File: src/rtl/disp_capture_pkg.sv
// rtl/disp_capture_pkg.sv - shared state encoding and FIFO word layout for disp_capture
package disp_capture_pkg;

    typedef enum logic [1:0] {
        ST_IDLE       = 2'd0,
        ST_WAIT_FRAME = 2'd1,
        ST_CAPTURE    = 2'd2,
        ST_FLUSH      = 2'd3
    } state_e;

    // FIFO word is {pixel, sof, eol}; flags sit in the two LSBs
    localparam int FLAG_EOL  = 0;
    localparam int FLAG_SOF  = 1;
    localparam int FLAG_BITS = 2;

endpackage

File: src/rtl/disp_capture_if.sv
// rtl/disp_capture_if.sv - display input bundle and captured pixel stream
interface disp_capture_if #(
    parameter int BPC_BOARD = 8,
    parameter int CORDW     = 16
);
    logic signed [CORDW-1:0]     disp_x;
    logic signed [CORDW-1:0]     disp_y;
    logic                        disp_de;
    logic                        disp_frame;
    logic [BPC_BOARD-1:0]        disp_r;
    logic [BPC_BOARD-1:0]        disp_g;
    logic [BPC_BOARD-1:0]        disp_b;
    logic [3*BPC_BOARD-1:0]      out_data;
    logic                        out_sof;
    logic                        out_eol;
    logic                        out_valid;
    logic                        out_ready;

    // display source and stream consumer side
    modport master (
        output disp_x, disp_y, disp_de, disp_frame, disp_r, disp_g, disp_b, out_ready,
        input  out_data, out_sof, out_eol, out_valid
    );

    // capture block side
    modport slave (
        input  disp_x, disp_y, disp_de, disp_frame, disp_r, disp_g, disp_b, out_ready,
        output out_data, out_sof, out_eol, out_valid
    );
endinterface

File: src/rtl/disp_capture_fifo.sv
// rtl/disp_capture_fifo.sv - synchronous first-word-fall-through FIFO
module disp_capture_fifo #(
    parameter int WIDTH = 26,
    parameter int DEPTH = 16
) (
    input  logic             clk_pix,
    input  logic             rst_pix_n,
    input  logic             wr_en,
    input  logic [WIDTH-1:0] wr_data,
    input  logic             rd_en,
    output logic [WIDTH-1:0] rd_data,
    output logic             empty,
    output logic             full
);
    localparam int AW = (DEPTH > 1) ? $clog2(DEPTH) : 1;

    logic [WIDTH-1:0] mem_q [DEPTH];
    logic [AW-1:0]    wr_ptr_q;
    logic [AW-1:0]    rd_ptr_q;
    logic [AW:0]      count_q;
    logic             push;
    logic             pop;

    // full is judged on the pre-pop occupancy, so a write never rides on a same-cycle pop
    assign empty = (count_q == '0);
    assign full  = (count_q == (AW+1)'(DEPTH));
    assign push  = wr_en && !full;
    assign pop   = rd_en && !empty;

    // head word shown combinationally; zero when empty keeps the stream quiet
    assign rd_data = empty ? '0 : mem_q[rd_ptr_q];

    // pointers and occupancy; depth is a power of two so pointers wrap naturally
    always_ff @(posedge clk_pix or negedge rst_pix_n) begin
        if (!rst_pix_n) begin
            wr_ptr_q <= '0;
            rd_ptr_q <= '0;
            count_q  <= '0;
        end else begin
            if (push) wr_ptr_q <= wr_ptr_q + AW'(1);
            if (pop)  rd_ptr_q <= rd_ptr_q + AW'(1);
            count_q <= count_q + (AW+1)'(push) - (AW+1)'(pop);
        end
    end

    // storage array, no reset needed since empty masks stale words
    always_ff @(posedge clk_pix) begin
        if (push) mem_q[wr_ptr_q] <= wr_data;
    end
endmodule

File: src/rtl/disp_capture.sv
// rtl/disp_capture.sv - one-shot frame capture into a pixel stream
module disp_capture
    import disp_capture_pkg::*;
#(
    parameter int BPC_BOARD  = 8,
    parameter int CORDW      = 16,
    parameter int H_RES      = 672,
    parameter int V_RES      = 384,
    parameter int FIFO_DEPTH = 16
) (
    input  logic           clk_pix,
    input  logic           rst_pix_n,
    input  logic           arm,
    disp_capture_if.slave  bus,
    output logic           busy,
    output logic           done,
    output logic           overflow,
    output logic           short_frame
);
    localparam int DW = 3 * BPC_BOARD;
    localparam int WW = DW + FLAG_BITS;
    localparam logic signed [CORDW-1:0] X_LAST = CORDW'(H_RES - 1);
    localparam logic signed [CORDW-1:0] Y_LAST = CORDW'(V_RES - 1);

    state_e          state_q, state_d;
    logic            sof_pend_q, sof_pend_d;
    logic            overflow_q, overflow_d;
    logic            short_q, short_d;
    logic            done_q, done_d;
    logic            wr_en;
    logic [WW-1:0]   wr_data;
    logic [WW-1:0]   rd_data;
    logic            fifo_empty;
    logic            fifo_full;
    logic            rd_en;

    disp_capture_fifo #(
        .WIDTH (WW),
        .DEPTH (FIFO_DEPTH)
    ) u_fifo (
        .clk_pix   (clk_pix),
        .rst_pix_n (rst_pix_n),
        .wr_en     (wr_en),
        .wr_data   (wr_data),
        .rd_en     (rd_en),
        .rd_data   (rd_data),
        .empty     (fifo_empty),
        .full      (fifo_full)
    );

    assign rd_en         = !fifo_empty && bus.out_ready;
    assign bus.out_valid = !fifo_empty;
    assign bus.out_data  = rd_data[FLAG_BITS +: DW];
    assign bus.out_sof   = rd_data[FLAG_SOF];
    assign bus.out_eol   = rd_data[FLAG_EOL];

    assign busy        = (state_q != ST_IDLE);
    assign done        = done_q;
    assign overflow    = overflow_q;
    assign short_frame = short_q;

    // pack the incoming pixel with its stream markers
    always_comb begin
        wr_data                     = '0;
        wr_data[FLAG_BITS +: DW]    = {bus.disp_r, bus.disp_g, bus.disp_b};
        wr_data[FLAG_SOF]           = sof_pend_q;
        wr_data[FLAG_EOL]           = (bus.disp_x == X_LAST);
    end

    // capture sequencing: arm, wait for frame start, write pixels, drain
    always_comb begin
        state_d    = state_q;
        sof_pend_d = sof_pend_q;
        overflow_d = overflow_q;
        short_d    = short_q;
        done_d     = 1'b0;
        wr_en      = 1'b0;
        case (state_q)
            ST_IDLE: begin
                if (arm) begin
                    state_d    = ST_WAIT_FRAME;
                    overflow_d = 1'b0;
                    short_d    = 1'b0;
                end
            end
            ST_WAIT_FRAME: begin
                if (bus.disp_frame) begin
                    state_d    = ST_CAPTURE;
                    sof_pend_d = 1'b1;
                end
            end
            ST_CAPTURE: begin
                if (bus.disp_frame) begin
                    // new frame began before the last pixel: this cycle's pixel is discarded
                    short_d = 1'b1;
                    state_d = ST_FLUSH;
                end else if (bus.disp_de) begin
                    if (fifo_full) begin
                        overflow_d = 1'b1;
                        state_d    = ST_FLUSH;
                    end else begin
                        wr_en      = 1'b1;
                        sof_pend_d = 1'b0;
                        if (bus.disp_x == X_LAST && bus.disp_y == Y_LAST) begin
                            state_d = ST_FLUSH;
                        end
                    end
                end
            end
            ST_FLUSH: begin
                if (fifo_empty) begin
                    done_d  = 1'b1;
                    state_d = ST_IDLE;
                end
            end
            default: state_d = ST_IDLE;
        endcase
    end

    // state and sticky flag registers
    always_ff @(posedge clk_pix or negedge rst_pix_n) begin
        if (!rst_pix_n) begin
            state_q    <= ST_IDLE;
            sof_pend_q <= 1'b0;
            overflow_q <= 1'b0;
            short_q    <= 1'b0;
            done_q     <= 1'b0;
        end else begin
            state_q    <= state_d;
            sof_pend_q <= sof_pend_d;
            overflow_q <= overflow_d;
            short_q    <= short_d;
            done_q     <= done_d;
        end
    end
endmodule

File: src/flat_wrapper.sv
// flat-port wrapper written by rule: the top's interface ports become plain ports
module disp_capture_flat import disp_capture_pkg::*;
#(
    parameter int BPC_BOARD  = 8,
    parameter int CORDW      = 16,
    parameter int H_RES      = 672,
    parameter int V_RES      = 384,
    parameter int FIFO_DEPTH = 16
)
  (clk_pix, rst_pix_n, arm, busy, done, overflow, short_frame, bus_disp_x, bus_disp_y, bus_disp_de, bus_disp_frame, bus_disp_r, bus_disp_g, bus_disp_b, bus_out_ready, bus_out_data, bus_out_sof, bus_out_eol, bus_out_valid);
  disp_capture_if #(.BPC_BOARD(BPC_BOARD), .CORDW(CORDW)) bus_i ();
  input  logic clk_pix;
  input  logic rst_pix_n;
  input  logic arm;
  output logic busy;
  output logic done;
  output logic overflow;
  output logic short_frame;
  input wire logic [$bits(bus_i.disp_x)-1:0] bus_disp_x;
  input wire logic [$bits(bus_i.disp_y)-1:0] bus_disp_y;
  input wire logic [$bits(bus_i.disp_de)-1:0] bus_disp_de;
  input wire logic [$bits(bus_i.disp_frame)-1:0] bus_disp_frame;
  input wire logic [$bits(bus_i.disp_r)-1:0] bus_disp_r;
  input wire logic [$bits(bus_i.disp_g)-1:0] bus_disp_g;
  input wire logic [$bits(bus_i.disp_b)-1:0] bus_disp_b;
  input wire logic [$bits(bus_i.out_ready)-1:0] bus_out_ready;
  output wire logic [$bits(bus_i.out_data)-1:0] bus_out_data;
  output wire logic [$bits(bus_i.out_sof)-1:0] bus_out_sof;
  output wire logic [$bits(bus_i.out_eol)-1:0] bus_out_eol;
  output wire logic [$bits(bus_i.out_valid)-1:0] bus_out_valid;
  assign bus_i.disp_x = bus_disp_x;
  assign bus_i.disp_y = bus_disp_y;
  assign bus_i.disp_de = bus_disp_de;
  assign bus_i.disp_frame = bus_disp_frame;
  assign bus_i.disp_r = bus_disp_r;
  assign bus_i.disp_g = bus_disp_g;
  assign bus_i.disp_b = bus_disp_b;
  assign bus_i.out_ready = bus_out_ready;
  assign bus_out_data = bus_i.out_data;
  assign bus_out_sof = bus_i.out_sof;
  assign bus_out_eol = bus_i.out_eol;
  assign bus_out_valid = bus_i.out_valid;
  disp_capture #(.BPC_BOARD(BPC_BOARD), .CORDW(CORDW), .H_RES(H_RES), .V_RES(V_RES), .FIFO_DEPTH(FIFO_DEPTH)) u_core (.clk_pix(clk_pix), .rst_pix_n(rst_pix_n), .arm(arm), .bus(bus_i), .busy(busy), .done(done), .overflow(overflow), .short_frame(short_frame));
endmodule
File: config.mk
export PLATFORM = sky130hd
export DESIGN_NAME = disp_capture_flat
export DESIGN_NICKNAME = d
export VERILOG_FILES = /design/src/rtl/disp_capture_pkg.sv /design/src/rtl/disp_capture_if.sv /design/src/rtl/disp_capture_fifo.sv /design/src/rtl/disp_capture.sv /design/src/flat_wrapper.sv
export SDC_FILE = /design/constraint.sdc
export NUM_CORES = 1
export LEC_CHECK = 0
export ABC_AREA = 1
export CORE_ASPECT_RATIO = 1.4
export CORE_MARGIN = 2
export CORE_UTILIZATION = 50
export CTS_BUF_LIST = sky130_fd_sc_hd__clkbuf_16
export DETAILED_ROUTE_END_ITERATION = 6
export GPL_ROUTABILITY_DRIVEN = 0
export PLACE_DENSITY = 0.79
export SLEW_MARGIN = 0
export SYNTH_ARGS = -nofsm -noshare
export SYNTH_HDL_FRONTEND = slang
export SYNTH_SLANG_ARGS = --single-unit
File: constraint.sdc
create_clock -name clk_pix -period 4 [get_ports clk_pix]
set_input_delay 0.8 -clock clk_pix [delete_from_list [all_inputs] [get_ports clk_pix]]
set_output_delay 0.8 -clock clk_pix [all_outputs]
set_load 0.05 [all_outputs]
[Yosys cells after proc, flatten, opt, wreduce, memory -nomap -nowiden]
Memory sizes are Yosys's and may differ from the RTL's.
Cells that the tools add are included.
Cells by class
  equality and inequality tests: 16
  multiplexer cells: 28
  reduce and logical (&&, ||, !) cells: 15
  $add $sub $neg: 4
Operators with widths (number)
  2-to-1 mux 26 bit: 1
  == test 16 x 10 -> 1 bit, second input constant: 1
  == test 16 x 11 -> 1 bit, second input constant: 1
  2-to-1 mux 1 bit: 16
  AND reduction 5 bit: 3
  2-to-1 mux 2 bit: 7
  inequality test 2 bit, second input constant: 7
  adder 4 x 1 -> 4 bit, second input constant: 2
  one-hot mux 2 bit (4 select lines): 1
  one-hot mux 1 bit (2 select lines): 3
  nonzero test 2 bit: 3
  adder 5 x 1 -> 5 bit: 1
  == test 5 bit, second input constant: 1
  zero test 5 bit: 1
  subtractor 5 x 1 -> 5 bit: 1
  == test 2 bit, second input constant: 2
  logical AND 1 bit: 4
  inequality test 4 x 3 -> 1 bit, second input constant: 1
  inequality test 3 bit, second input constant: 1
  AND reduction 3 bit: 1
  == test 2 x 1 -> 1 bit, second input constant: 1
  zero test 1 bit: 2
  zero test 2 bit: 1
  inequality test 2 x 1 -> 1 bit, second input constant: 1
Storage, ports and cells
  output and inout port bits: 31
  register bits: 19
  memories: 1
  bits in writable memories: 416
Memory list
  u_core.u_fifo.mem_q: words 16, width 26, read ports 1, clocked after memory_dff 0, wr ports 1, RTL line disp_capture_fifo.sv:17  | logic [WIDTH-1:0] mem_q [DEPTH];

[Depth between registers and ports, before layout]
  word-level depth: 8
  gate-level depth with buffers: 14
  depth with buffers taken out: 14

[Modules after synthesis]
A second synthesis with hierarchy kept.
Unflattened totals
  cells, all modules: 1562
  area, all modules: 18058.6 um^2
Modules (own cells, without submodules)
  disp_capture_fifo: cells each 1463, area an instance 17470.5 um^2, instances 1
  disp_capture: cells each 99, area an instance 588.1 um^2, instances 1

[Worst setup path after synthesis]
OpenSTA, ideal clock, no wires.
  kind: reg-to-output
  from: register u_core.u_fifo.count_q[2]
  to: output port bus_out_data[10]
  path buffers: 1
  arrival: 2.399 ns
  required time: 3.200 ns
  stages on the path, launching flop included: 7
  path slack: 0.801 ns
  path through: dfrtp_1 inv_1 ha_1 nand4_1 clkinv_1 clkbuf_1 a21oi_1
On the way
  longest elaborated chain between the ends: 2
RTL lines
  start, declared: RTL line disp_capture_fifo.sv:20  | logic [AW:0] count_q;
  start signal, assigned: RTL line disp_capture_fifo.sv:42  | count_q <= count_q + (AW+1)'(push) - (AW+1)'(pop);
  zero test 5 bit: RTL line disp_capture_fifo.sv:25  | assign empty = (count_q == '0);
  2-to-1 mux 26 bit: RTL line disp_capture_fifo.sv:31  | assign rd_data = empty ? '0 : mem_q[rd_ptr_q];
  end, declared: RTL line flat_wrapper.sv:27  | output wire logic [$bits(bus_i.out_data)-1:0] bus_out_data;
Every way passes these cells.

[Final worst setup path]
  from: register u_core.u_fifo.rd_ptr_q[1]
  to: output port bus_out_sof
On the way
  longest elaborated chain between the ends: 2
RTL lines
  start, declared: RTL line disp_capture_fifo.sv:19  | logic [AW-1:0] rd_ptr_q;
  start signal, assigned: RTL line disp_capture_fifo.sv:41  | if (pop) rd_ptr_q <= rd_ptr_q + AW'(1);
  memory (16 x 26 bit)
  2-to-1 mux 26 bit: RTL line disp_capture_fifo.sv:31
  end, declared: RTL line flat_wrapper.sv:28  | output wire logic [$bits(bus_i.out_sof)-1:0] bus_out_sof;
Every way passes these cells.

==> run metrics <==
status=complete, no violations; most frequent CP cell=a21oi_1; largest net degree at the start of global routing=157; vias in the first global route=12082; ant diodes=0; smallest hold slack=0.533 ns; Mapped Area=0.0179 sq mm; First-pass DRT Iterations=7; Initial Utilization=0.504; Area contributors post-synth=edfxtp_1 70%, nand2_1 8.5%, a21oi_1 3.8%; core area=0.0356 sq mm; Post-Synthesis Cells=1507; Clock Sinks=435; vias post-DR=12064; post-synthesis register bit count=435; RSZ-0062 raised after global routing=no; worst slack, placed=0.652 ns; nets=1673; wire length per cell=20.9 microns; Critical Path RT=3.20 ns; Least-Margin Pin Slew=0.898 ns; Port Buffers=92; VDD IR max=0.505 mV; max_cap viols=0; Crit path max-delay family=buffers and inverters; Distinct cells, synth=26; setup TNS=0 ns; Residual DRC=0; Die H=228 microns; vias per cell=5.79; grt ovf=0; clock root buffer=clkbuf_16; share of cells above drive strength 1=0.0851; Final ANT Viol Nets=0; Pins Over Slew Limit=0; TritonCTS clock tree=done; initial antenna violation count=0; CP max stage cell=inv_2; final number of setup-violating endpoints=0; Crit Path Max Fanout=32; Rel. slew slack=0.399; crit-path cells=inv_2, buf_4, nand3_1, nand2_1, a21oi_1, o31ai_1, a21oi_1, buf_12; H-tree levels=2; Buffers & Inverters on Critical Path=3; Iter 0 DRT Violations=1350; Synth top area share=0.696; final hold violations=0; post-CTS setup buffers=0; first-pass GRT wire length=66600 microns; cell taking the most area after synthesis=edfxtp_1; critical path endpoint category=output port; Seq/Total Area, Yosys=0.723; Worst Path Arrival=2.96 ns; Ports=93; CTS clk-pin slew, worst paths=0.07 ns; Area Overhead vs Synth=16.8%; Worst Skew=0.0147 ns; type of the most critical hold path=flop to flop; Mapped Avg Cell Area=11.9 sq um; final non-filler cell total=2084; fin crit period=3.76 ns; Startpoint Class=flop; total power=15.7 mW; hpwl dp=25500 microns; Pwr per Cell Area=750 mW/mm^2; period utilization=0.940; All-Layer GR Usage=0.232; Setup WS post-layout=0.242 ns; final wirelength=43600 microns; cell total after placement=2015; total CTS buffers=39; critical path's largest stage delay=0.63 ns; Max Freq=266 MHz; row count=82; Leak Pwr=7.62 nW; Synth Warn #=0; clk_lat worst skew=0.54 ns; Mapped Nets=1586; chip width=164 microns; die footprint=0.0374 sq mm; critical setup path kind=flop to output port; CTS Buffer Depth=3
-- layout make-up --
| cell class | count | area, sq um |
|---|---|---|
| clock inverter | 28 | 149 |
| fill | 2582 | 14600 |
| tap | 462 | 578 |
| sequential | 435 | 13000 |
| multi-input combinational | 933 | 4420 |
| timing repair buffer | 132 | 1610 |
| inverter | 53 | 208 |
| clock buffer | 41 | 1030 |
-- where the power goes --
| part | total (mW) | switching (mW) | internal [mW] |
|---|---|---|---|
| clock | 3.50 | 1.59 | 1.92 |
| sequential | 5.32 | 0.135 | 5.18 |
| combinational | 6.90 | 4.49 | 2.41 |
| total | 15.7 | 6.21 | 9.51 |
-- layout by cell type, fill, tap and decap left out, drive strengths merged --
cell type	instances
a21oi	135
a31oi	1
buf	66
bufinv	1
clkbuf	41
clkdlybuf4s50	66
clkinv	20
clkinvlp	2
dfrtp	19
edfxtp	416
fa	1
ha	16
inv	58
nand2	406
nand3	109
nand4	4
nor2	137
nor3	1
nor4	1
o2111ai	1
o21ai	57
o31ai	53
or2	1
xnor2	1
xor2	9
-- registers in the layout, indices dropped and copies added (netlist names) --
name and flops:
u_core.sof_pend_q 1, u_core.u_fifo.wr_ptr_q 4, u_core.overflow 1, u_core.state_q 2, u_core.short_frame 1, u_core.done 1, u_core.u_fifo.count_q 5, u_core.u_fifo.rd_ptr_q 4
u_core.u_fifo.mem_q 416
-- per-layer routing --
metal,global-route usage,part of all wire,vias up
li1,-,-,5459
met1,0.301,0.37,5803
met2,0.393,0.51,709
met3,0.0376,0.092,93
met4,0.0877,0.032,0
met5,0,0,-
-- cells in the mapped netlist --
| master | n |
|---|---|
| buf_2 | 30 |
| or2_2 | 1 |
| nand4_1 | 4 |
| nor3_1 | 1 |
| o2111ai_1 | 1 |
| nor4_1 | 1 |
| nand3_1 | 109 |
| inv_1 | 48 |
| edfxtp_1 | 416 |
| buf_6 | 13 |
| o31ai_1 | 53 |
| inv_2 | 3 |
| dfrtp_1 | 19 |
| xor2_1 | 9 |
| clkbuf_1 | 31 |
| a21oi_1 | 135 |
| nand2_1 | 406 |
| buf_4 | 3 |
| o21ai_0 | 57 |
| clkinv_1 | 2 |
| nor2_1 | 137 |
| ha_1 | 16 |
| a31oi_1 | 1 |
| buf_1 | 9 |
| xnor2_1 | 1 |
| fa_1 | 1 |
-- path summary, 6_finish.rpt --
check / startpoint / endpoint / slack [ns] / cells after the start
worst max-delay path: u_core.u_fifo.rd_ptr_q[1] / bus_out_sof / 0.24 / 8
worst min-delay path: u_core.u_fifo.wr_ptr_q[3] / u_core.u_fifo.wr_ptr_q[3] / 0.53 / 1
worst max register to register: u_core.state_q[0] / u_core.u_fifo.mem_q[10][24] / 1.12 / 9
worst min register to register: u_core.u_fifo.wr_ptr_q[3] / u_core.u_fifo.wr_ptr_q[3] / 0.53 / 1
max in group asynchronous: rst_pix_n / u_core.u_fifo.rd_ptr_q[1] / 2.58 / 1
min in group asynchronous: rst_pix_n / u_core.done / 0.77 / 1
-- cells by family (layout without fill, tap and decap cells) --
logic type,Yosys count,after routing,share of synthesized area
xor gates and xnor gates,10,10,0.00488
DFF,435,435,0.723
buffers and inverters,139,254,0.0372
and+or+nand+nor,659,659,0.146
AOI/OAI and AO/OA,247,247,0.0766
adders and majority gates,17,17,0.0123
-- metrics by stage --
| stage | area, sq um | util |
|---|---|---|
| 3_3_place_gp | 19800 | 0.556 |
| 3_5_place_dp | 19800 | 0.556 |
| 6_report | 21000 | 0.589 |
| 2_1_floorplan | 17900 | - |
| 4_1_cts | 21000 | 0.589 |
| 5_1_grt | 21000 | 0.589 |
-- what timing repair did --
action                                  in CTS  in global routing
hold buffers                                 0                  0
gates resized for setup                      0                  1
endpoints found under the setup margin       0                  5
Power figures use the tool's default switching activity.
